<file path="config.mk">
export PLATFORM = sky130hd
export DESIGN_NAME = group_scan_cmd_deser_flat
export DESIGN_NICKNAME = d
export VERILOG_FILES = /design/src/rtl/group_scan_cmd_deser_if.sv /design/src/rtl/group_scan_cmd_deser.sv /design/src/flat_wrapper.sv
export SDC_FILE = /design/constraint.sdc
export NUM_CORES = 1
export LEC_CHECK = 0
export CAP_MARGIN = 40
export CORE_UTILIZATION = 25
export DETAILED_ROUTE_END_ITERATION = 10
export SETUP_SLACK_MARGIN = 0.05
export SYNTH_ARGS = -nofsm -noshare
export SYNTH_HDL_FRONTEND = slang
export SYNTH_SLANG_ARGS = --single-unit
</file>
<file path="constraint.sdc">
create_clock -name clk -period 4.4 [get_ports clk]
set_input_delay 0.66 -clock clk [delete_from_list [all_inputs] [get_ports clk]]
set_output_delay 0.66 -clock clk [all_outputs]
set_load 0.01 [all_outputs]
</file>
<file path="src/rtl/group_scan_cmd_deser_if.sv">
// Scan-command deserialiser bus: scan-chain side plus static request/response side.
// slave = deserialiser view, master = scan controller / downstream view.
interface group_scan_cmd_deser_if #(
    parameter int ADDR_W = 20,
    parameter int DATA_W = 32
);
    logic              scan_en;
    logic              scan_in;
    logic              scan_update;
    logic              scan_out;
    logic              busy;
    logic              err;
    logic              static_wen;
    logic              static_ren;
    logic [ADDR_W-1:0] static_addr;
    logic [DATA_W-1:0] static_wdata;
    logic [DATA_W-1:0] static_rdata;
    logic              static_ready;
    logic              static_scan_id;

    modport slave (
        input  scan_en, scan_in, scan_update, static_rdata, static_ready,
        output scan_out, busy, err, static_wen, static_ren, static_addr,
               static_wdata, static_scan_id
    );

    modport master (
        output scan_en, scan_in, scan_update, static_rdata, static_ready,
        input  scan_out, busy, err, static_wen, static_ren, static_addr,
               static_wdata, static_scan_id
    );
endinterface

</file>
<file path="src/rtl/group_scan_cmd_deser.sv">
// Scan-chain command deserialiser: shifts in {wen,ren,addr,wdata}, issues one request, returns read data serially.
// Optional WAIT timeout enabled by defining SCAN_TIMEOUT_EN.
module group_scan_cmd_deser #(
    parameter int ADDR_W      = 20,
    parameter int DATA_W      = 32,
    parameter int TIMEOUT_CYC = 1024
) (
    input  logic                  clk,
    input  logic                  rst,
    group_scan_cmd_deser_if.slave bus
);
    localparam int FRAME_W = 2 + ADDR_W + DATA_W;

    typedef enum logic {S_IDLE, S_WAIT} state_e;

    state_e              state_q, state_d;
    logic [FRAME_W-1:0]  sr_q, sr_d;
    logic                busy_q, busy_d;
    logic                err_q, err_d;
    logic                wen_q, wen_d;
    logic                ren_q, ren_d;
    logic [ADDR_W-1:0]   addr_q, addr_d;
    logic [DATA_W-1:0]   wdata_q, wdata_d;
    logic                id_q, id_d;

`ifdef SCAN_TIMEOUT_EN
    localparam int CNT_W = (TIMEOUT_CYC > 2) ? $clog2(TIMEOUT_CYC) : 1;
    localparam logic [CNT_W-1:0] CNT_LAST = CNT_W'(TIMEOUT_CYC - 1);
    logic [CNT_W-1:0]    cnt_q, cnt_d;
`endif

    always_comb begin
        state_d = state_q;
        sr_d    = sr_q;
        busy_d  = busy_q;
        err_d   = err_q;
        wen_d   = wen_q;
        ren_d   = ren_q;
        addr_d  = addr_q;
        wdata_d = wdata_q;
        id_d    = id_q;
`ifdef SCAN_TIMEOUT_EN
        cnt_d   = cnt_q;
`endif
        case (state_q)
            S_IDLE: begin
                // Shift takes priority; a coincident update is a protocol error and is dropped.
                if (bus.scan_en) begin
                    sr_d = {bus.scan_in, sr_q[FRAME_W-1:1]};
                    if (bus.scan_update) err_d = 1'b1;
                end else if (bus.scan_update) begin
                    if (sr_q[FRAME_W-1] ^ sr_q[FRAME_W-2]) begin
                        wen_d   = sr_q[FRAME_W-1];
                        ren_d   = sr_q[FRAME_W-2];
                        addr_d  = sr_q[DATA_W+ADDR_W-1:DATA_W];
                        wdata_d = sr_q[DATA_W-1:0];
                        id_d    = ~id_q;
                        busy_d  = 1'b1;
                        err_d   = 1'b0;
                        state_d = S_WAIT;
`ifdef SCAN_TIMEOUT_EN
                        cnt_d   = '0;
`endif
                    end else begin
                        err_d = 1'b1;
                    end
                end
            end
            S_WAIT: begin
                if (bus.scan_en || bus.scan_update) err_d = 1'b1;
`ifdef SCAN_TIMEOUT_EN
                cnt_d = cnt_q + 1'b1;
`endif
                if (bus.static_ready) begin
                    if (ren_q) sr_d = {{(FRAME_W-DATA_W){1'b0}}, bus.static_rdata};
                    wen_d   = 1'b0;
                    ren_d   = 1'b0;
                    busy_d  = 1'b0;
                    state_d = S_IDLE;
                end
`ifdef SCAN_TIMEOUT_EN
                else if (cnt_q == CNT_LAST) begin
                    sr_d    = {{(FRAME_W-DATA_W){1'b0}}, DATA_W'(32'hDEAD_BEEF)};
                    wen_d   = 1'b0;
                    ren_d   = 1'b0;
                    busy_d  = 1'b0;
                    err_d   = 1'b1;
                    state_d = S_IDLE;
                end
`endif
            end
            default: state_d = S_IDLE;
        endcase
    end

    always_ff @(posedge clk or posedge rst) begin
        if (rst) begin
            state_q <= S_IDLE;
            sr_q    <= '0;
            busy_q  <= 1'b0;
            err_q   <= 1'b0;
            wen_q   <= 1'b0;
            ren_q   <= 1'b0;
            addr_q  <= '0;
            wdata_q <= '0;
            id_q    <= 1'b0;
        end else begin
            state_q <= state_d;
            sr_q    <= sr_d;
            busy_q  <= busy_d;
            err_q   <= err_d;
            wen_q   <= wen_d;
            ren_q   <= ren_d;
            addr_q  <= addr_d;
            wdata_q <= wdata_d;
            id_q    <= id_d;
        end
    end

`ifdef SCAN_TIMEOUT_EN
    always_ff @(posedge clk or posedge rst) begin
        if (rst) cnt_q <= '0;
        else     cnt_q <= cnt_d;
    end
`endif

    assign bus.scan_out       = sr_q[0];
    assign bus.busy           = busy_q;
    assign bus.err            = err_q;
    assign bus.static_wen     = wen_q;
    assign bus.static_ren     = ren_q;
    assign bus.static_addr    = addr_q;
    assign bus.static_wdata   = wdata_q;
    assign bus.static_scan_id = id_q;
endmodule
</file>
<file path="src/flat_wrapper.sv">
// flat-port wrapper written by rule: the top's interface ports become plain ports
module group_scan_cmd_deser_flat 
#(
    parameter int ADDR_W      = 20,
    parameter int DATA_W      = 32,
    parameter int TIMEOUT_CYC = 1024
)
  (clk, rst, bus_scan_en, bus_scan_in, bus_scan_update, bus_static_rdata, bus_static_ready, bus_scan_out, bus_busy, bus_err, bus_static_wen, bus_static_ren, bus_static_addr, bus_static_wdata, bus_static_scan_id);
  group_scan_cmd_deser_if #(.ADDR_W(ADDR_W), .DATA_W(DATA_W)) bus_i ();
  input  logic clk;
  input  logic rst;
  input wire logic [$bits(bus_i.scan_en)-1:0] bus_scan_en;
  input wire logic [$bits(bus_i.scan_in)-1:0] bus_scan_in;
  input wire logic [$bits(bus_i.scan_update)-1:0] bus_scan_update;
  input wire logic [$bits(bus_i.static_rdata)-1:0] bus_static_rdata;
  input wire logic [$bits(bus_i.static_ready)-1:0] bus_static_ready;
  output wire logic [$bits(bus_i.scan_out)-1:0] bus_scan_out;
  output wire logic [$bits(bus_i.busy)-1:0] bus_busy;
  output wire logic [$bits(bus_i.err)-1:0] bus_err;
  output wire logic [$bits(bus_i.static_wen)-1:0] bus_static_wen;
  output wire logic [$bits(bus_i.static_ren)-1:0] bus_static_ren;
  output wire logic [$bits(bus_i.static_addr)-1:0] bus_static_addr;
  output wire logic [$bits(bus_i.static_wdata)-1:0] bus_static_wdata;
  output wire logic [$bits(bus_i.static_scan_id)-1:0] bus_static_scan_id;
  assign bus_i.scan_en = bus_scan_en;
  assign bus_i.scan_in = bus_scan_in;
  assign bus_i.scan_update = bus_scan_update;
  assign bus_i.static_rdata = bus_static_rdata;
  assign bus_i.static_ready = bus_static_ready;
  assign bus_scan_out = bus_i.scan_out;
  assign bus_busy = bus_i.busy;
  assign bus_err = bus_i.err;
  assign bus_static_wen = bus_i.static_wen;
  assign bus_static_ren = bus_i.static_ren;
  assign bus_static_addr = bus_i.static_addr;
  assign bus_static_wdata = bus_i.static_wdata;
  assign bus_static_scan_id = bus_i.static_scan_id;
  group_scan_cmd_deser #(.ADDR_W(ADDR_W), .DATA_W(DATA_W), .TIMEOUT_CYC(TIMEOUT_CYC)) u_core (.clk(clk), .rst(rst), .bus(bus_i));
endmodule
</file>
== Word level (Yosys, flattened, before mapping) ==
Index checks and enable logic that the tools add are counted.

* Register bits: 112
* Input bits: 38
* Output and inout bits: 58

* Equal/unequal tests: 7
* Muxes and demuxes: 28
* Bitwise gates (word level): 4
* Reduce and logical (&&, ||, !) cells: 5

{| class="wikitable"
|+ Operators by type and width
! operator !! count
|-
| $mux 54 || 3
|-
| $pmux 54 s2 || 1
|-
| $mux 1 || 19
|-
| $ne 2x2->1 const B || 6
|-
| $pmux 1 s2 || 5
|-
| $reduce_and 4->1 || 2
|-
| $not 1->1 || 3
|-
| $reduce_and 3->1 || 1
|-
| $ne 2x1->1 const B || 1
|-
| $reduce_and 2->1 || 1
|-
| $logic_or 1x1->1 || 1
|-
| $xor 1x1->1 || 1
|}

== Logic depth before layout (Yosys ltp) ==
Gate-level depths: netlist of the first run.

* Depth after elaboration: 5
* Gate-level depth with buffers: 5

== Worst setup path before layout of the first run ==
Ideal clock, no wire load.

* Path kind: input to register
* From: input bus_scan_en
* To: register u_core.sr_q[0]
* Library setup time: 125 ps
* Arrival time: 1,599 ps
* Data required time: 4,275 ps
* Slack: 2,676 ps
* Cell stages on the path: 4
* Path buffers: 1
* Path through: nor2b_1 a31oi_4 buf_4 mux2_2

* Cells in the longest elaborated chain, start to end: 2

{| class="wikitable"
|+ RTL lines
! item !! RTL line !! text
|-
| start: declaration || flat_wrapper.sv:12 || <nowiki>input wire logic [$bits(bus_i.scan_en)-1:0] bus_scan_en;</nowiki>
|-
| $ne 2x2->1 (no line) || - ||
|-
| $reduce_and 3->1 (no line) || - ||
|-
| end signal: assignment || group_scan_cmd_deser.sv:109 || <nowiki>sr_q <= sr_d;</nowiki>
|-
| end: declaration || group_scan_cmd_deser.sv:17 || <nowiki>logic [FRAME_W-1:0] sr_q, sr_d;</nowiki>
|}

No other way between the ends.
A chain may end at the register's enable or synchronous reset.

== Worst setup path in the final report of the first run ==
* From: input bus_scan_en
* To: register u_core.sr_q[24]

Same word-level chain as after synthesis.

==> out/metrics.cfg, run 1 <==
[synth]
yosys.area.top_type = dfrtp_1
synth_nets = 327
synthArstFlopShare_pct = 100.0
synth_edf_count = 0
syn_inst = 289
synthDistinctLibCells = 23
yosys_warnings = 0
synth_top_area_share_pct = 58.85
avgSynthCellArea_sq_um = 16.48
ys_seq_area_share_pct = 58.85
synthFlopType = dfrtp_1
synth_seq_cells = 112
netlist_area_sq_mm = 0.004762
synthTopCellsByArea = dfrtp_1, mux2_2, mux2_4

[routing]
routed_via_density = 4.310
route.detailed.drc = 0
wire_per_inst_um = 15.60
wl_um = 9716
firstDrtPassIters = 4
ant_nets = 0
vias = 2685
drt_iter0_drc = 122

[clock_tree]
cts_inserted_buffers = 9
cts.sinks = 112
cts.htree.levels = 3
cts_resized = 0
insertion_delay_ps = 350
cts_root_buf = clkbuf_16
cts_tree = built
clockBufferDepth = 2
cts_hold_repair.buffers = 0
postCtsSetupRepairBufs = 0
clk_pin_slew_worst_paths_ps = 70

[cells_and_area]
final_cell_mix = dfrtp_1, clkdlybuf4s50_1, mux2_2
layout_commonest_cell = dfrtp_1
num-fill-cells = 1789
antenna_cells = 0
fin_area_sq_mm = 0.006267
drive_gt1_share_pct = 37.02
nNetsFinal = 422
area_growth_pct = 31.61

[floorplanning]
die_y_um = 140.0
io-pin-count = 96
fp.coreArea_sq_mm = 0.01871
dieArea_sq_mm = 0.01960
start_util_pct = 25.46
rows = 50
die_x_um = 140.0

[sta]
maxSlewViolCount = 0
finClkSkew_ps = 4.992
setup-tns-final_ps = 0
final_hold_viol_count = 0
hold_slack_ps = 475.9
rsz0062_at_grt = false
max-slew-margin-rel_pct = 39.11
worstMarginPinSlew_ps = 909.2
period_share_pct = 60.93
setup-violations-final = 0
timing.final.crit_period_ps = 2681
fmax_ghz = 0.3730

[global_routing]
met1_usage_pct = 13.25
grt_overflow = 0
grt_use_met2_pct = 17.47
busiest_layer = met2
antenna_found_initial = 0
gr-usage-met3_pct = 3.043
grt_pass1_vias = 2900
grtUsageTotal_pct = 10.66
grt_pass1_wl_um = 16080
grt_max_degree = 46

[power_and_ir_drop]
leakage_nw = 2.878
p_sw_mw = 1.346
swShare_pct = 30.04
p_int_mw = 3.134
power_density_mw_per_mm2 = 714.8
seqPwrFrac_pct = 41.4
comb_power_share_pct = 39.9
clkPwrFrac_pct = 18.8
power_mw = 4.480
ir_drop_mv = 0.2281

[worst_setup_path]
worstPathMaxFanout = 36
arrival_ps = 2920
crit_required_ps = 4640
critPathLaunchType = primary input
endpoint_kind = flop
worstSetupPathType = primary input to flop
reg2reg_slack_ps = 1980

[hold_path]
min_path_type = flop to flop

[placed_design]
gp_congestion = 0.6733
dp_hpwl_um = 6653
dpl-instance-area_sq_mm = 0.005966
port_buffers = 95

[flow_run]
cap_violations = 0

[run_status]
status = complete, no violations

registers in the layout, indices dropped and copies added (netlist names):
| signal | count |
|---|---|
| u_core.state_q | 1 |
| u_core.bus.static_wen | 1 |
| u_core.bus.static_scan_id | 1 |
| u_core.bus.busy | 1 |
| u_core.bus.static_addr | 20 |
| u_core.sr_q | 54 |
| u_core.bus.static_wdata | 32 |
| u_core.bus.err | 1 |
| u_core.bus.static_ren | 1 |
cell type report:
cell class              count  area, sq um  share of cell area (%)
clock buffers               9        225.2                   3.594
clock inverters             7        76.32                   1.218
inverters                   4        17.52                  0.2795
multi-input cells         157         1831                   29.21
flip-flops and latches    112         2804                   44.74
well taps                 234        292.8                   4.672
repair buffers            100         1021                   16.29
routing by layer:
layer | vias up | routed length (um) | share of wire [%]
li1 | 1241 | - | -
met1 | 1383 | 4281 | 44
met2 | 52 | 4903 | 50
met3 | 9 | 371 | 3.8
met4 | 0 | 159 | 1.6
met5 | - | 0 | 0
final timing paths:
path	startpoint	to	cells after the start
hold / removal	u_core.bus.static_scan_id	u_core.bus.static_scan_id	1
min in group asynchronous	rst	u_core.bus.static_addr[17]	2
hold reg to reg	u_core.bus.static_scan_id	u_core.bus.static_scan_id	1
setup / recovery	bus_scan_en	u_core.sr_q[24]	5
max in group asynchronous	rst	u_core.bus.static_addr[1]	3
setup reg to reg	u_core.state_q	u_core.sr_q[24]	4
per-stage QoR:
stage	worst slack, ps	util [%]	cells
finish	1719	33.51	623
global route	1544	33.51	623
CTS	1688	33.51	623
detailed placement	1293	31.89	607
global placement	1373	31.75	606
floorplan	781.0	-	289
power groups by stage:
stage / Combinational [mW] / Clock [mW] / Sequential, mW
after CTS: 1.82 / 0.874 / 1.87
after floorplan: 1.08 / 0 / 1.87
after global placement: 1.77 / 0 / 1.87
after detailed placement: 1.81 / 0 / 1.89
final: 1.79 / 0.842 / 1.85
after global routing: 1.92 / 0.914 / 1.93
kinds of logic after synthesis:
group	count (synthesis)	share of synthesized area, %
compound gates	29	5.386
mux	116	31.14
simple gates	10	1.340
xor+xnor	2	0.5256
flops	112	58.85
buf+inv	20	2.759
cell usage after synthesis (all sizes together), types with 2 or more instances:
cell,count
mux2,116
clkbuf,2
a221oi,2
a22o,20
dfrtp,112
nand2,4
and3,2
inv,4
buf,14
a21o,4
critical path: stages:
cell             delay [ps]
clkdlybuf4s50_1         560
nor2b_2                 780
a31oi_4                 300
buf_12                  300
mux2_2                  290
No activity file was read; power rests on OpenSTA's default activity.
==> run 2, diff against run 1 <==
Clock period 4.4 ns to 2.7 ns, I/O delays scaled along.
==> out/metrics.cfg, run 2 (synthesized netlist as in run 1, its figures left out) <==
[run_status]
status = complete, no violations

[worst_setup_path]
worst_path_max_delay_cell = clkdlybuf4s50_1
crit_chain = clkdlybuf4s50_1, nor3b_2, nand2_4, buf_12, mux2_4
critPathLaunchType = primary input
worstPathMaxFanout = 20  ; -44%
cp_slowest_stage_delay_ps = 490  ; -290 ps
endpoint_kind = flop
crit_required_ps = 2930  ; -1710 ps
arrival_ps = 2140  ; -780 ps
worstSetupPathType = primary input to flop

[routing]
ant_nets = 0  ; unchanged
routed_via_density = 4.317  ; +0.16%
drt_iter0_drc = 76  ; -38%
vias = 2698  ; +0.48%
firstDrtPassIters = 4  ; unchanged
route.detailed.drc = 0  ; unchanged
wl_um = 9755  ; +0.40%
wire_per_inst_um = 15.61  ; about the same

[cells_and_area]
fin_area_sq_mm = 0.006314  ; +0.74%
seqCellArea_sq_mm = 0.002804  ; unchanged
num-fill-cells = 1763  ; -1.5%
layout_commonest_cell = dfrtp_1
top_register = u_core.sr_q
drive_gt1_share_pct = 37.34  ; +0.32 points
antenna_cells = 0  ; unchanged
final_cell_mix = dfrtp_1, clkdlybuf4s50_1, mux2_2
largest_reg_flops = 54  ; unchanged
multiInputGateArea_sq_mm = 0.001831  ; unchanged
final_util_pct = 33.75  ; +0.25 points
area_growth_pct = 32.58
nNetsFinal = 424  ; +0.47%

[global_routing]
antenna_found_initial = 0  ; unchanged
gr-usage-met3_pct = 2.017  ; -1.0 points
grt_max_degree = 113  ; +150%
grt_overflow = 0  ; unchanged
grt_use_met2_pct = 17.45  ; -0.026 points
grt_pass1_wl_um = 15790  ; -1.8%
grtUsageTotal_pct = 10.54  ; -0.12 points
busiest_layer = met2
grt_pass1_vias = 2850  ; -1.7%
met1_usage_pct = 13.18  ; -0.072 points

[hold_path]
min_path_type = flop to flop

[sta]
worstMarginPinSlew_ps = 620.4  ; -288.8 ps
max-slew-margin-rel_pct = 58.64  ; +20 points
setup-tns-final_ps = 0  ; unchanged
hold_slack_ps = 488.3  ; +12.47 ps
finClkSkew_ps = 7.411  ; +2.419 ps
timing.final.crit_period_ps = 1906
final_hold_viol_count = 0  ; unchanged
rsz0062_at_grt = false
setup-violations-final = 0  ; unchanged
fmax_ghz = 0.5248
maxSlewViolCount = 0  ; unchanged
period_share_pct = 70.58

[clock_tree]
clockBufferDepth = 2  ; unchanged
clk_pin_slew_worst_paths_ps = 70  ; about the same
insertion_delay_ps = 350  ; about the same
cts.sinks = 112  ; unchanged
cts_hold_repair.buffers = 0  ; unchanged
cts_inserted_buffers = 9  ; unchanged
cts_tree = built
postCtsSetupRepairBufs = 0  ; unchanged
cts_root_buf = clkbuf_16
cts.htree.levels = 3  ; unchanged
cts_resized = 0  ; unchanged

[flow_run]
cap_violations = 0  ; unchanged

[placed_design]
dp_hpwl_um = 6407  ; -3.7%
port_buffers = 95  ; unchanged
dpl-instance-area_sq_mm = 0.005987  ; +0.36%
gp_congestion = 0.6921  ; +2.8%

[power_and_ir_drop]
leakage_nw = 2.895  ; +0.61%
power_mw = 7.406  ; +65%
ir_drop_mv = 0.3595  ; +58%
power_density_mw_per_mm2 = 1173  ; +64%

[floorplanning]
die_y_um = 140.0  ; unchanged
io-pin-count = 96  ; unchanged
start_util_pct = 25.46  ; unchanged
die_x_um = 140.0  ; unchanged
dieArea_sq_mm = 0.01960  ; unchanged
fp.coreArea_sq_mm = 0.01871  ; unchanged
rows = 50  ; unchanged

==> run 2: metal layers <==
metal | part of all wire [%] | vias to the layer above
li1 | - | 1234
met3 | 2.9 | 11
met1 | 45 | 1399
met5 | 0 | -
met2 | 50 | 54
met4 | 1.8 | 0
==> run 2: where the power goes <==
group / leakage, nW / internal [mW] / switching, mW
clock: 0.158 / 0.826 / 0.645
combinational: 1.31 / 1.94 / 1.00
sequential: 1.43 / 2.44 / 0.552
total: 2.90 / 5.21 / 2.20
==> run 2: final timing paths <==
check | depth (start not counted) | start | endpoint | slack [ps]
min | 1 | u_core.bus.static_scan_id | u_core.bus.static_scan_id | 490
max in group asynchronous | 3 | rst | u_core.sr_q[0] | 1660
min reg2reg | 1 | u_core.bus.static_scan_id | u_core.bus.static_scan_id | 490
min in group asynchronous | 3 | rst | u_core.bus.static_addr[12] | 560
max | 5 | bus_scan_en | u_core.bus.static_wdata[3] | 790
max reg2reg | 4 | u_core.state_q | u_core.bus.static_wdata[3] | 850
==> run 2: metrics by stage <==
step,cells,setup WS (ps)
after detailed placement,609,411.8
final,625,794.3
after CTS,625,795.7
after global routing,625,736.0
after global placement,609,473.3
after floorplan,289,937.5
==> run 2: area by class of cell <==
| cell class | instances | share of cell area (%) |
|---|---|---|
| Clock inverter | 7 | 1.605 |
| Sequential cell | 112 | 44.41 |
| Multi-Input combinational cell | 157 | 28.99 |
| Clock buffer | 9 | 3.567 |
| Tap cell | 234 | 4.637 |
| Timing Repair Buffer | 102 | 16.49 |
| Inverter | 4 | 0.2973 |
==> run 2: worst max-delay path, delay by kind of cell <==
kind / cells / cell delay, ps
buffers and inverters: 2 / 750
muxes: 1 / 310
and+or+nand+nor: 2 / 660
==> run 3, diff against run 2 <==
Clock period 2.7 ns to 1.9 ns, I/O delays scaled along.
==> out/metrics.cfg, run 3 (synthesized netlist as in run 1, its figures left out) <==
[flow_run]
cap_violations = 0  ; unchanged

[power_and_ir_drop]
leakage_nw = 2.950  ; +1.9%
ir_drop_mv = 0.5980  ; +66%
power_density_mw_per_mm2 = 1643  ; +40%

[routing]
firstDrtPassIters = 4  ; unchanged
routed_via_density = 4.293  ; -0.56%
wl_um = 9645  ; -1.1%
route.detailed.drc = 0  ; unchanged
wire_per_inst_um = 15.26  ; -2.2%
vias = 2713  ; +0.56%
drt_iter0_drc = 88  ; +16%
ant_nets = 0  ; unchanged

[clock_tree]
cts.htree.levels = 3  ; unchanged
cts.sinks = 112  ; unchanged
clockBufferDepth = 2  ; unchanged
insertion_delay_ps = 350  ; about the same
cts_resized = 0  ; unchanged
cts_hold_repair.buffers = 0  ; unchanged
postCtsSetupRepairBufs = 0  ; unchanged
cts_inserted_buffers = 9  ; unchanged
cts_root_buf = clkbuf_16
clk_pin_slew_worst_paths_ps = 80  ; about the same
cts_tree = built

[cells_and_area]
layout_commonest_cell = dfrtp_1
top_register = u_core.sr_q
final_cell_mix = dfrtp_1, clkdlybuf4s50_1, mux2_2
area_growth_pct = 34.68
antenna_cells = 0  ; unchanged
nNetsFinal = 431  ; +1.7%
largest_reg_flops = 54  ; unchanged
drive_gt1_share_pct = 38.44  ; +1.1 points

[worst_setup_path]
path_delay_family = buffers and inverters
reg2reg_slack_ps = 350  ; -500 ps
regToRegStartpoint = u_core.state_q
endpoint_kind = output pin
worstSetupPathType = flop to output pin
cp_slowest_stage_delay_ps = 580  ; +90 ps
crit_chain = clkdlybuf4s50_1
critPathLaunchType = flop
crit_required_ps = 1620  ; -1310 ps
r2r_cells = 4  ; unchanged
cp_num_buf_inv = 1  ; -1
worst_path_max_delay_cell = clkdlybuf4s50_1
reg2reg_to = u_core.sr_q[10]
arrival_ps = 1360  ; -780 ps
worstPathMaxFanout = 3  ; -85%

[global_routing]
grt_pass1_vias = 2984  ; +4.7%
grt_overflow = 0  ; unchanged
grtUsageTotal_pct = 10.57  ; +0.032 points
antenna_found_initial = 0  ; unchanged
grt_pass1_wl_um = 16010  ; +1.4%
grt_max_degree = 65  ; -42%

[sta]
final_hold_viol_count = 0  ; unchanged
worstMarginPinSlew_ps = 348.3  ; -272.1 ps
maxSlewViolCount = 0  ; unchanged
max-slew-margin-rel_pct = 76.78  ; +18 points
setup-violations-final = 0  ; unchanged
finClkSkew_ps = 9.605  ; +2.193 ps
timing.final.crit_period_ps = 1649
period_share_pct = 86.79
rsz0062_at_grt = false
fmax_ghz = 0.6064
setup-tns-final_ps = 0  ; unchanged
fin_ws_ps = 251.0  ; -543.3 ps

[placed_design]
dp_hpwl_um = 6625  ; +3.4%
port_buffers = 95  ; unchanged
gp_congestion = 0.6801  ; -1.7%
pre_cts_ws_ps = -32.01  ; -443.8 ps

[floorplanning]
die_y_um = 140.0  ; unchanged
die_x_um = 140.0  ; unchanged
start_util_pct = 25.46  ; unchanged
fp.coreArea_sq_mm = 0.01871  ; unchanged
rows = 50  ; unchanged
dieArea_sq_mm = 0.01960  ; unchanged
io-pin-count = 96  ; unchanged

[run_status]
status = complete, no violations

[hold_path]
min_path_type = primary input to async pin

-- run 3: cell count changes in the layout (fill, tap and decap cells not counted), sizes merged --
cell      change
buf           +7
bufinv        -1
clkbuf        +1
clkinv        +1
clkinvlp      -1
-- run 3: how the worst max path moves through the flow --
stage	startpoint	end	slack [ps]	depth (start not counted)
4_1_cts	u_core.bus.static_ren	bus_static_ren	220	1
5_1_grt	u_core.bus.static_ren	bus_static_ren	200	1
3_5_place_dp	bus_scan_en	u_core.sr_q[10]	-30	5
2_1_floorplan	rst	u_core.bus.busy	260	1
3_3_place_gp	bus_scan_en	u_core.sr_q[8]	-6	5
6_report	u_core.bus.static_ren	bus_static_ren	250	1
-- run 3: area by class of cell --
type	instances	area (sq um)
inverters	4	18.77
well taps	234	292.8
repair buffers	109	1156
fillers	1782	12290
clock buffers	10	239.0
multi-input cells	157	1831
flip-flops and latches	112	2804
clock inverters	6	72.57
-- run 3: metal layers --
layer	part of all wire (%)	wire, um	global-route usage [%]	up-vias
met5	0	0	0	-
met4	2.4	230	5.668	0
met3	3.0	292	2.188	14
met2	49	4772	17.37	53
met1	45	4351	13.06	1394
li1	-	-	-	1252
-- run 3: power breakdown --
group          switching, mW  internal [mW]
Sequential             0.784           3.47
Clock                  0.896           1.08
Combinational           1.44           2.87
-- run 3: metrics by stage --
stage,utilization (%),std cells,total power [mW],cell area [sq um],hold slack (ps)
global placement,32.62,616,8.578,6102,460.9
detailed placement,32.62,616,8.675,6102,479.6
finish,34.29,632,10.54,6414,379.0
CTS,34.29,632,10.73,6414,383.0
floorplan,-,289,6.832,4766,381.4
global route,34.29,632,11.20,6414,413.9
-- run 3: worst min-delay path: cells and delay by family --
family,cells,cell delay (ps)
buffers and inverters,3,830
